--- src/rtl/captura_operandos.sv ---
// Operand-entry front end for the 4-bit adder. It synchronises the switches and debounces
// KEY_ENTER, then steps through A and B/Te capture, with valid high once all three are held.
module captura_operandos #(
    parameter int unsigned DEBOUNCE_CYCLES = 500000,
    parameter int unsigned CNT_W           = 20
) (
    input  logic       CLOCK_50,
    input  logic       RESET,
    input  logic [3:0] SW_DATA,
    input  logic       SW_TE,
    input  logic       KEY_ENTER,
    output logic [3:0] A,
    output logic [3:0] B,
    output logic       Te,
    output logic       valid,
    output logic [2:0] LEDG
);

    localparam int unsigned RelW = CNT_W + 1;
    localparam logic [CNT_W-1:0] DebLast = CNT_W'(DEBOUNCE_CYCLES - 1);
    // The synchroniser preload of 1 accounts for the two extra cycles.
    localparam logic [RelW-1:0]  ArmLast = RelW'(DEBOUNCE_CYCLES + 1);

    typedef enum logic [1:0] {StEsperaA, StEsperaB, StPronto} state_e;

    state_e           state_q, state_d;
    logic [3:0]       sw_meta_q, sw_meta_d, sw_sync_q, sw_sync_d;
    logic             te_meta_q, te_meta_d, te_sync_q, te_sync_d;
    logic             key_meta_q, key_meta_d, key_sync_q, key_sync_d;
    logic             acc_q, acc_d, acc_dly_q, acc_dly_d;
    logic [CNT_W-1:0] cnt_q, cnt_d;
    logic [RelW-1:0]  rel_cnt_q, rel_cnt_d;
    logic             armed_q, armed_d;
    logic [3:0]       a_q, a_d, b_q, b_d;
    logic             te_q, te_d, valid_q, valid_d;
    logic             press;

    always_comb begin
        sw_meta_d  = SW_DATA;
        sw_sync_d  = sw_meta_q;
        te_meta_d  = SW_TE;
        te_sync_d  = te_meta_q;
        key_meta_d = KEY_ENTER;
        key_sync_d = key_meta_q;

        acc_d     = acc_q;
        acc_dly_d = acc_q;
        cnt_d     = '0;
        if (key_sync_q != acc_q) begin
            if (cnt_q == DebLast) begin
                acc_d = key_sync_q;
            end else begin
                cnt_d = cnt_q + 1'b1;
            end
        end

        // A key held through reset must be seen released and stable before presses count.
        armed_d   = armed_q;
        rel_cnt_d = '0;
        if (!armed_q && key_sync_q) begin
            if (rel_cnt_q == ArmLast) begin
                armed_d = 1'b1;
            end else begin
                rel_cnt_d = rel_cnt_q + 1'b1;
            end
        end
    end

    assign press = armed_q & acc_dly_q & ~acc_q;

    always_comb begin
        state_d = state_q;
        a_d     = a_q;
        b_d     = b_q;
        te_d    = te_q;
        if (press) begin
            unique case (state_q)
                StEsperaA, StPronto: begin
                    a_d     = sw_sync_q;
                    state_d = StEsperaB;
                end
                StEsperaB: begin
                    b_d     = sw_sync_q;
                    te_d    = te_sync_q;
                    state_d = StPronto;
                end
                default: state_d = StEsperaA;
            endcase
        end
        valid_d = (state_d == StPronto);
    end

    always_ff @(posedge CLOCK_50) begin
        if (RESET) begin
            sw_meta_q  <= '0;
            sw_sync_q  <= '0;
            te_meta_q  <= 1'b0;
            te_sync_q  <= 1'b0;
            key_meta_q <= 1'b1;
            key_sync_q <= 1'b1;
            acc_q      <= 1'b1;
            acc_dly_q  <= 1'b1;
            cnt_q      <= '0;
            rel_cnt_q  <= '0;
            armed_q    <= 1'b0;
            state_q    <= StEsperaA;
            a_q        <= '0;
            b_q        <= '0;
            te_q       <= 1'b0;
            valid_q    <= 1'b0;
        end else begin
            sw_meta_q  <= sw_meta_d;
            sw_sync_q  <= sw_sync_d;
            te_meta_q  <= te_meta_d;
            te_sync_q  <= te_sync_d;
            key_meta_q <= key_meta_d;
            key_sync_q <= key_sync_d;
            acc_q      <= acc_d;
            acc_dly_q  <= acc_dly_d;
            cnt_q      <= cnt_d;
            rel_cnt_q  <= rel_cnt_d;
            armed_q    <= armed_d;
            state_q    <= state_d;
            a_q        <= a_d;
            b_q        <= b_d;
            te_q       <= te_d;
            valid_q    <= valid_d;
        end
    end

    always_comb begin
        LEDG = 3'b001;
        unique case (state_q)
            StEsperaA: LEDG = 3'b001;
            StEsperaB: LEDG = 3'b010;
            StPronto:  LEDG = 3'b100;
            default:   LEDG = 3'b001;
        endcase
    end

    assign A     = a_q;
    assign B     = b_q;
    assign Te    = te_q;
    assign valid = valid_q;

endmodule

--- config.mk ---
export PLATFORM = sky130hd
export DESIGN_NAME = captura_operandos
export DESIGN_NICKNAME = d
export VERILOG_FILES = /design/src/rtl/captura_operandos.sv
export SDC_FILE = /design/constraint.sdc
export NUM_CORES = 1
export LEC_CHECK = 0
export ABC_CLOCK_PERIOD_IN_PS = 1900
export BUFFER_PORTS_ARGS = -buffer_cell sky130_fd_sc_hd__buf_4
export CORE_UTILIZATION = 53
export DETAILED_ROUTE_END_ITERATION = 8
export GPL_TIMING_DRIVEN = 0
export PLACE_DENSITY = 0.83
export SYNTH_ARGS = -nofsm -noshare
export SYNTH_HDL_FRONTEND = slang
export SYNTH_SLANG_ARGS = --single-unit
export TNS_END_PERCENT = 20
--- constraint.sdc ---
create_clock -name CLOCK_50 -period 1.9 [get_ports CLOCK_50]
set_clock_uncertainty 0.2 [all_clocks]
set_input_delay 0.19 -clock CLOCK_50 [delete_from_list [all_inputs] [get_ports CLOCK_50]]
set_output_delay 0.19 -clock CLOCK_50 [all_outputs]
set_load 0.02 [all_outputs]
==> qor.csv <==
metric,value,unit
status,"complete, but fails checks",
failing checks,setup timing,
synthesized cell area,2860,sq um
Tmin final,1.97,ns
Tot GR Track Use,0.230,
worst ir drop on vdd,752,uV
Pwr per Cell Area,752,nW/um^2
P_leak,1.29,nW
via count,2365,
relative max-transition margin,0.480,
num rows,26,
Die ar.,5700,sq um
Final Wtd Congestion,0.781,
core area,5140,sq um
"Hold Vio Cnt, Final",0,
DR WL/cell,15.5,microns
first-pass GRT wire length,9540,microns
Final setup viols,3,
Synth Warn #,0,
Vias/cell,5.45,
Worst setup EP type,register,
post-route ant nets,0,
CTS root buffer,clkbuf_8,
total design power,2.78,mW
syn_nets,322,
drc violations,0,
synth top area cells,"dfxtp_1, xnor2_1, nor2_1, mux2i_1, ha_1",
Final Net Count,375,
Most used DFF post-synth,dfxtp_1,
post-route cell area,3690,sq um
hold crit path type,in2reg,
Routed WL,6740,microns
latest clock arrival within the worst-skew pair,0.37,ns
Synth top area share,0.475,
fmax,509,MHz
clk sinks,68,
Arrival @ worst endpoint,2.06,ns
leading area contributor after synthesis,dfxtp_1,
setup ws final,-0.0663,ns
unique cell type count in the Yosys netlist,39,
DR pass1 iterations,5,
"Avg Cell Area, Syn",9.36,sq um
Max Root-Sink Buffers,2,
Tcrit/Tclk final,1.03,
clock slew at reported path FFs,0.08,ns
Port Buffers,20,
nature of the critical path startpoint,register,
Slew @ Worst Pin,0.779,ns
number of global-route vias before repair,2077,
Post-Syn Instances,306,
Starting Density,0.557,
Post-synth EDFFs,0,
MaxCap Viol Count,0,
final hold slack,0.134,ns
number of synthesized register bits,68,
Final Util,0.718,
worst-path fanout max,4,
pin count of the biggest net entering global routing,15,
Slew Limit Fails,0,
asr flop ratio synth,0,
Vert. Die Dim,75.5,microns
DR iter-0 viols,89,
Fin Setup TNS,-0.155,ns
share of cells above drive strength 1,0.277,
"Seq/Total Area, Yosys",0.475,
aggregate global routing overflow,0,
number of diodes,0,
Critical Path RT,2.00,ns
most frequent cell after synthesis,dfxtp_1,
post-DP HPWL,3690,microns
Syn-to-layout area delta,28.9,%
DIE WIDTH,75.5,microns
RSZ-0062 raised after global routing,yes,
Area after DPL,3110,sq um
H-tree depth,3,
initial antenna violation count,0,
CTS tree,built,
CTS Buf Count,9,
I/O Pins,21,
most instantiated cells after synthesis,"dfxtp_1, nor2_1, xnor2_1, nand3_1, mux2i_1",
Setup CP Type,reg2reg,
cells in the final DEF (no fill, tap or decap), drive strengths merged, types with 2 or more instances in the layout:
cell type    count
xor2             4
inv             14
nor3            10
nor4b            7
nand2            8
dlygate4sd3      7
ha               8
clkinv           4
or2              4
xnor2           25
or4              4
o21ai            5
nand4           15
nor2b           10
dfxtp           68
a21oi            8
clkbuf          14
nor2            54
nand3           17
or3              2
nor4            11
mux2i           14
buf             38
nor3b            2
critical path, stage by stage, from the launching register on:
cell	delay [ns]
dfxtp_4	0.38
nand4_4	0.12
buf_6	0.14
or4_4	0.54
or3_4	0.40
a21oi_2	0.13
final cells by class:
class | count | area [sq um]
flip-flops and latches | 68 | 1400
plain buffers | 8 | 37.5
repair buffers | 42 | 340
inverters | 12 | 45.0
clock buffers | 9 | 124
well taps | 70 | 87.6
fillers | 355 | 1450
multi-input cells | 218 | 1570
clock inverters | 7 | 82.6
repair_timing:
| action | in CTS | in global routing |
|---|---|---|
| buffers inserted | 7 | 8 |
| hold buffers | 7 | 0 |
| gates resized for setup | 19 | 30 |
| pin swaps | 9 | 8 |
| setup endpoints to repair | 38 | 38 |
| hold endpoints to repair | 9 | 0 |
report_power, final:
part | switching (mW) | internal [mW] | total, mW
Clock | 0.618 | 0.623 | 1.24
Combinational | 0.0432 | 0.0457 | 0.0888
Sequential | 0.0143 | 1.43 | 1.45
registers in the layout, indices dropped and copies added (netlist names), 2 cells and up:
signal     cells
rel_cnt_q     21
cnt_q         20
A              4
B              4
sw_meta_q      4
sw_sync_q      4
state_q        2
routing by layer:
| metal | track usage | wire length, microns | up-vias |
|---|---|---|---|
| li1 | - | - | 1170 |
| met1 | 0.261 | 2880 | 1145 |
| met2 | 0.405 | 3550 | 39 |
| met3 | 0.0767 | 214 | 11 |
| met4 | 0.0823 | 102 | 0 |
| met5 | 0 | 0 | - |
cells by family after synthesis:
kind of cell,Yosys count,synth area share
adders and majority gates,8,0.0350
and+or+nand+nor,150,0.290
buffers and inverters,20,0.0280
AOI/OAI and AO/OA,17,0.0341
xor gates and xnor gates,29,0.0887
muxes,14,0.0489
DFF,68,0.475
per-stage QoR:
stage / setup WS, ns / instances
final: -0.0663 / 434
after detailed placement: -0.425 / 396
after global routing: -0.149 / 434
after CTS: -0.0747 / 426
after global placement: -0.381 / 396
after floorplan: 0.0107 / 306
worst paths after layout:
kind,to,startpoint,slack (ns),depth (start not counted)
worst max-delay path,cnt_q[19],cnt_q[5],-0.07,5
worst min-delay path,sw_sync_q[3],RESET,0.13,3
worst max register to register,cnt_q[19],cnt_q[5],-0.07,5
worst min register to register,key_sync_q,key_meta_q,0.22,1
No activity file was read; power rests on OpenSTA's default activity.
